--- config.mk ---
export PLATFORM = sky130hd
export DESIGN_NAME = overlap_sched
export DESIGN_NICKNAME = d
export VERILOG_FILES = /design/src/rtl/overlap_sched_pkg.sv /design/src/rtl/overlap_sched_ctr.sv /design/src/rtl/overlap_sched.sv
export SDC_FILE = /design/constraint.sdc
export NUM_CORES = 1
export LEC_CHECK = 0
export BUFFER_PORTS_ARGS = -buffer_cell sky130_fd_sc_hd__buf_2
export CAP_MARGIN = 30
export CORE_MARGIN = 1.5
export CORE_UTILIZATION = 45
export CTS_BUF_LIST = sky130_fd_sc_hd__clkbuf_16
export DETAILED_ROUTE_END_ITERATION = 10
export HOLD_SLACK_MARGIN = 0.05
export PLACE_DENSITY = 0.73
export SLEW_MARGIN = 40
export SYNTH_ARGS = -nofsm -noshare
export SYNTH_HDL_FRONTEND = slang
export SYNTH_SLANG_ARGS = --single-unit
--- constraint.sdc ---
create_clock -name clk -period 1.6 [get_ports clk]
set_input_delay 0 -clock clk [delete_from_list [all_inputs] [get_ports clk]]
set_output_delay 0 -clock clk [all_outputs]
set_load 0.02 [all_outputs]
--- src/rtl/overlap_sched_pkg.sv ---
// Shared types for the overlap-add frame scheduler: window sequences, FSM states,
// default frame geometry and the window-sequence transition rule.
package overlap_pkg;

    typedef enum logic [1:0] {
        ONLY_LONG   = 2'd0,
        LONG_START  = 2'd1,
        EIGHT_SHORT = 2'd2,
        LONG_STOP   = 2'd3
    } win_seq_e;

    typedef enum logic [1:0] {
        ST_IDLE = 2'd0,
        ST_RUN  = 2'd1,
        ST_DONE = 2'd2
    } state_e;

    localparam int FRAME_LEN_DEF = 1024;
    localparam int SHORT_LEN_DEF = 128;

    // A long-ending window may not jump straight into short/stop, and a
    // short-ending window may not jump straight back to long/start.
    function automatic logic seq_legal(input win_seq_e prev, input win_seq_e cur);
        case (prev)
            ONLY_LONG, LONG_STOP: return !(cur == EIGHT_SHORT || cur == LONG_STOP);
            default:              return !(cur == ONLY_LONG || cur == LONG_START);
        endcase
    endfunction

endpackage

--- src/rtl/overlap_sched_ctr.sv ---
// Per-frame sample counter: clears on descriptor accept, advances per command
// handshake, and flags the final sample so the FSM can end the frame.
module overlap_sched_ctr #(
    parameter int  FRAME_LEN = 1024,
    localparam int IDX_W     = $clog2(FRAME_LEN)
) (
    input  logic             clk,
    input  logic             rst,
    input  logic             clr,
    input  logic             inc,
    output logic [IDX_W-1:0] idx,
    output logic             last
);

    always_ff @(posedge clk or posedge rst) begin
        if (rst) begin
            idx <= '0;
        end else if (clr) begin
            idx <= '0;
        end else if (inc) begin
            idx <= idx + 1'b1;
        end
    end

    assign last = (idx == IDX_W'(FRAME_LEN - 1));

endmodule

--- src/rtl/overlap_sched.sv ---
// Frame-level scheduler for the overlap-add datapath: turns one descriptor into
// FRAME_LEN per-sample commands and tracks per-channel history/window state.
module overlap_sched
    import overlap_pkg::*;
#(
    parameter int  FRAME_LEN = FRAME_LEN_DEF,
    parameter int  SHORT_LEN = SHORT_LEN_DEF,
    parameter int  NUM_CH    = 2,
    localparam int CH_W      = (NUM_CH > 1) ? $clog2(NUM_CH) : 1,
    localparam int IDX_W     = $clog2(FRAME_LEN),
    localparam int ADDR_W    = $clog2(NUM_CH * FRAME_LEN)
) (
    input  logic              clk,
    input  logic              reset,
    input  logic              in_desc_valid,
    output logic              in_desc_ready,
    input  logic [1:0]        in_desc_seq,
    input  logic [CH_W-1:0]   in_desc_ch,
    input  logic              flush_ch_valid,
    input  logic [CH_W-1:0]   flush_ch,
    output logic              cmd_valid,
    input  logic              cmd_ready,
    output logic [IDX_W-1:0]  cmd_idx,
    output logic [CH_W-1:0]   cmd_ch,
    output logic [1:0]        cmd_seq,
    output logic [2:0]        cmd_blk,
    output logic [ADDR_W-1:0] cmd_hist_addr,
    output logic              cmd_zero_hist,
    output logic              frame_done,
    output logic              err_seq,
    output logic [1:0]        dbg_state
);

    localparam int BLK_SH = $clog2(SHORT_LEN);

    // Handshakes: a transfer happens on a rising edge where valid && ready; once
    // valid is raised the payload holds until that edge and valid never drops early.

    state_e            state;
    win_seq_e          cur_seq;
    logic [CH_W-1:0]   cur_ch;
    logic              zero_hist;
    logic [NUM_CH-1:0] primed;
    win_seq_e          prev_seq [NUM_CH];

    logic             accept;
    logic             fire;
    logic             last;
    logic [IDX_W-1:0] idx;

    assign accept = (state == ST_IDLE) && in_desc_ready && in_desc_valid;
    assign fire   = (state == ST_RUN) && cmd_valid && cmd_ready;

    overlap_sched_ctr #(.FRAME_LEN(FRAME_LEN)) u_ctr (
        .clk  (clk),
        .rst  (reset),
        .clr  (accept),
        .inc  (fire && !last),
        .idx  (idx),
        .last (last)
    );

    always_ff @(posedge clk or posedge reset) begin
        if (reset) begin
            state         <= ST_IDLE;
            in_desc_ready <= 1'b0;
            cmd_valid     <= 1'b0;
            frame_done    <= 1'b0;
            err_seq       <= 1'b0;
            cur_seq       <= ONLY_LONG;
            cur_ch        <= '0;
            zero_hist     <= 1'b0;
            primed        <= '0;
            for (int i = 0; i < NUM_CH; i++) prev_seq[i] <= ONLY_LONG;
        end else begin
            frame_done <= 1'b0;
            err_seq    <= 1'b0;
            case (state)
                ST_IDLE: begin
                    if (accept) begin
                        in_desc_ready <= 1'b0;
                        cur_seq       <= win_seq_e'(in_desc_seq);
                        cur_ch        <= in_desc_ch;
                        zero_hist     <= !primed[in_desc_ch];
                        err_seq       <= primed[in_desc_ch] &&
                                         !seq_legal(prev_seq[in_desc_ch], win_seq_e'(in_desc_seq));
                        cmd_valid     <= 1'b1;
                        state         <= ST_RUN;
                    end else begin
                        in_desc_ready <= 1'b1;
                    end
                end
                ST_RUN: begin
                    if (fire && last) begin
                        cmd_valid  <= 1'b0;
                        frame_done <= 1'b1;
                        state      <= ST_DONE;
                    end
                end
                ST_DONE: begin
                    primed[cur_ch]   <= 1'b1;
                    prev_seq[cur_ch] <= cur_seq;
                    in_desc_ready    <= 1'b1;
                    state            <= ST_IDLE;
                end
                default: state <= ST_IDLE;
            endcase
            // Placed last so a flush overrides the DONE update for the same channel.
            if (flush_ch_valid) begin
                primed[flush_ch]   <= 1'b0;
                prev_seq[flush_ch] <= ONLY_LONG;
            end
        end
    end

    assign cmd_idx       = idx;
    assign cmd_ch        = cur_ch;
    assign cmd_seq       = cur_seq;
    assign cmd_blk       = (cur_seq == EIGHT_SHORT) ? 3'(idx >> BLK_SH) : 3'd0;
    assign cmd_hist_addr = ADDR_W'({cur_ch, idx});
    assign cmd_zero_hist = zero_hist;
    assign dbg_state     = state;

endmodule

==> results.json <==
{
  "grt_pass1_wl_mm": 5.181,
  "slowest_stage": "or4_4",
  "grt_usage_pct": 19.94,
  "internal-power_mw": 1.012,
  "final_layout_size_suffix_gt1_share_pct": 38.42,
  "clkLatencyLatePin_ps": 260,
  "clock_skew_ps": 2.034,
  "antenna_found_initial": 0,
  "syn_to_final_growth_pct": 34.91,
  "drt-pass1-iter-count": 4,
  "p_per_area_nw_per_um2": 703.0,
  "pin_count": 43,
  "dpl.cell_count": 210,
  "cts_buffers": 3,
  "ant_nets": 0,
  "rsz0062_at_grt": "yes",
  "r2r_slack_ps": 50,
  "syn-num-nets": 145,
  "grt_pass1_vias": 1176,
  "avgSynthCellArea_um2": 9.796,
  "yosysTopAreaCell": "dfrtp_1",
  "syn_area_um2": 1323,
  "die_area_um2": 3273,
  "routabilityCongestion": 0.8351,
  "outcome": "complete, no violations",
  "cpPeakStageDelay_ps": 490,
  "p_clk_share_pct": 44.0,
  "grt-ovfl-total": 0,
  "cts_root_buf": "clkbuf_16",
  "clockBufferDepth": 2,
  "drv_cap": 0,
  "wl_per_cell_um": 13.80,
  "die_h_um": 57.21,
  "synth_warnings": 0,
  "p_seq_share_pct": 52.4,
  "worstPathMaxFanout": 4,
  "drt-total-wl_mm": 3.049,
  "via_per_inst": 5.489,
  "synth.area.mux_share_pct": 5.298,
  "synth_common_cells": "dfrtp_1 (26), nand2_1 (18), buf_4 (11), nor2_1 (10), nand3_1 (8)",
  "p_sw_mw": 0.2420,
  "rows": 19,
  "critPathKind": "register to register",
  "final_area_um2": 1784,
  "end_kind": "register",
  "cp.arrival_ps": 1730,
  "htreeDepth": 1,
  "ys_seq_elements": 26,
  "setup-tns-final_ps": 0,
  "min_path_type": "input port to register",
  "io_buffers": 42,
  "cp.required_ps": 1790,
  "setup_violations": 0,
  "worstMarginPinSlew_ps": 491.0,
  "hold_viol": 0,
  "synth.distinct_cells": 35,
  "vdd_drop_max_v": 0.0007411,
  "dpl.hpwl_mm": 2.285,
  "diodes": 0,
  "slew_headroom_pct": 66.97,
  "power.leakage_nw": 0.9277,
  "synth-compound-area-share_pct": 11.35,
  "seq_area_frac_synth_pct": 49.20,
  "placed_cell_area_um2": 1615,
  "start_util_pct": 47.55,
  "clock-sinks": 26,
  "core_um2": 2781,
  "synth_fa_ha_area_share_pct": 0.9461,
  "synthSimpleGateAreaFrac_pct": 23.27,
  "power_frac_comb_pct": 3.6,
  "synth_cells": 135,
  "die_w_um": 57.21,
  "postLayoutCoreUtil_pct": 64.15,
  "start_kind": "register",
  "synth_top_flop_cell": "dfrtp_1",
  "yosysMostFrequentCell": "dfrtp_1",
  "final_cells": 221,
  "fin_crit_sh_pct": 96.57,
  "crit_chain": "and4b_4 -> o211ai_4 -> or4_4 -> a21oi_2",
  "drc": 0,
  "period_minus_slack_ps": 1545,
  "synthArstFlopShare_pct": 100.0,
  "vias": 1213,
  "tritoncts": "built",
  "grt_max_degree": 27,
  "hold_ws_ps": 200.9,
  "synthTopCellsByArea": "dfrtp_1 (49%), buf_4 (6.2%), mux2i_1 (5.3%), nand2_1 (5.1%), nand3_1 (3.0%)",
  "max_freq_mhz": 647.2,
  "maxSlewViolCount": 0,
  "swShare_pct": 19.29,
  "synth_top_area_share_pct": 49.20,
  "synth-edff-count": 0,
  "layout.nets": 201,
  "drt_iter0_markers": 38,
  "synth_top_family_by_area": "simple AND/OR/NAND/NOR gates",
  "synth_xor_xnor_area_share_pct": 1.987,
  "clk_pin_slew_ps": 60
}
[sequential cells by signal, summed over array words and instances, names as in the netlist]
signal / cells
prev_seq: 4
err_seq: 1
cmd_ch: 1
in_desc_ready: 1
cmd_seq: 2
cmd_valid: 1
frame_done: 1
dbg_state: 2
primed: 2
u_ctr.idx: 10
cmd_zero_hist: 1
[stage by stage]
stage          worst slack (ps)  power [mW]
6_report                  54.83       1.254
3_3_place_gp              84.95      0.7026
3_5_place_dp              50.84      0.7040
4_1_cts                   37.32       1.269
5_1_grt                  -19.55       1.295
2_1_floorplan             15.40      0.6830
[cells in the final DEF (no fill, tap or decap), types with 2 or more instances in the layout]
cell / Yosys / layout
a21oi_1: 5 / 4
a31oi_1: 2 / 2
and2_1: 3 / 3
and3_1: 3 / 3
buf_2: 0 / 42
buf_4: 11 / 16
clkbuf_16: 0 / 3
dfrtp_1: 26 / 23
dfrtp_2: 0 / 3
dlygate4sd3_1: 0 / 6
inv_1: 4 / 4
mux2i_1: 7 / 7
nand2_1: 18 / 18
nand3_1: 8 / 7
nor2_1: 10 / 10
nor2b_1: 2 / 2
nor3_1: 3 / 3
nor4_1: 3 / 2
o211ai_1: 2 / 2
o21ai_0: 4 / 4
o31ai_1: 2 / 2
xnor2_1: 3 / 3
[power by group through the flow]
stage | clock network, mW | registers (mW) | logic, mW
CTS | 0.566 | 0.657 | 0.0456
global route | 0.589 | 0.657 | 0.0497
finish | 0.553 | 0.657 | 0.0446
detailed placement | 0 | 0.669 | 0.0345
floorplan | 0 | 0.670 | 0.0134
global placement | 0 | 0.669 | 0.0331
[worst max-delay path, delay by kind of cell, from the launching register on]
| kind | cells | cell delay [ps] |
|---|---|---|
| AND/OR/NAND/NOR | 2 | 860 |
| AO/OA/AOI/OAI | 2 | 210 |
| flip-flops | 1 | 400 |
[logic make-up (layout without fill, tap and decap cells)]
group	after synthesis	in the layout
buffers and inverters	17	72
multiplexers	7	7
XOR/XNOR	3	3
AND/OR/NAND/NOR	60	60
adder cells (fa/ha/maj)	1	1
AO/OA/AOI/OAI	21	21
flip-flops	26	26
[layout make-up]
cell class	count	area, um^2
clock buffers	3	75.07
clock inverters	1	3.754
fillers	233	997.2
inverters	4	15.01
multi-input cells	92	606.8
flip-flops and latches	26	654.4
well taps	31	38.79
repair buffers	64	390.4
[layer usage]
layer  GRT usage [%]  up-vias  share of wire [%]
met4           5.316        0               0.66
met2           35.14       51                 53
li1                -      575                  -
met5               0        -                  0
met1           25.85      585                 41
met3           2.721        2                5.1
[repair_timing]
item / in CTS / in global routing
hold buffers: 6 / 0
resized for setup: 0 / 4
setup endpoints to repair: 0 / 4
endpoints found under the hold margin: 32 / 0
buffers inserted: 0 / 1
[path summary, 6_finish.rpt]
path	to	depth (start not counted)	from
max	u_ctr.idx[9]	4	dbg_state[1]
min	err_seq	4	in_desc_valid
max reg2reg	u_ctr.idx[9]	4	dbg_state[1]
min reg2reg	cmd_zero_hist	2	cmd_zero_hist
max in group asynchronous	dbg_state[1]	4	reset
min in group asynchronous	primed[1]	4	reset
No activity file was read; power rests on OpenSTA's default activity.
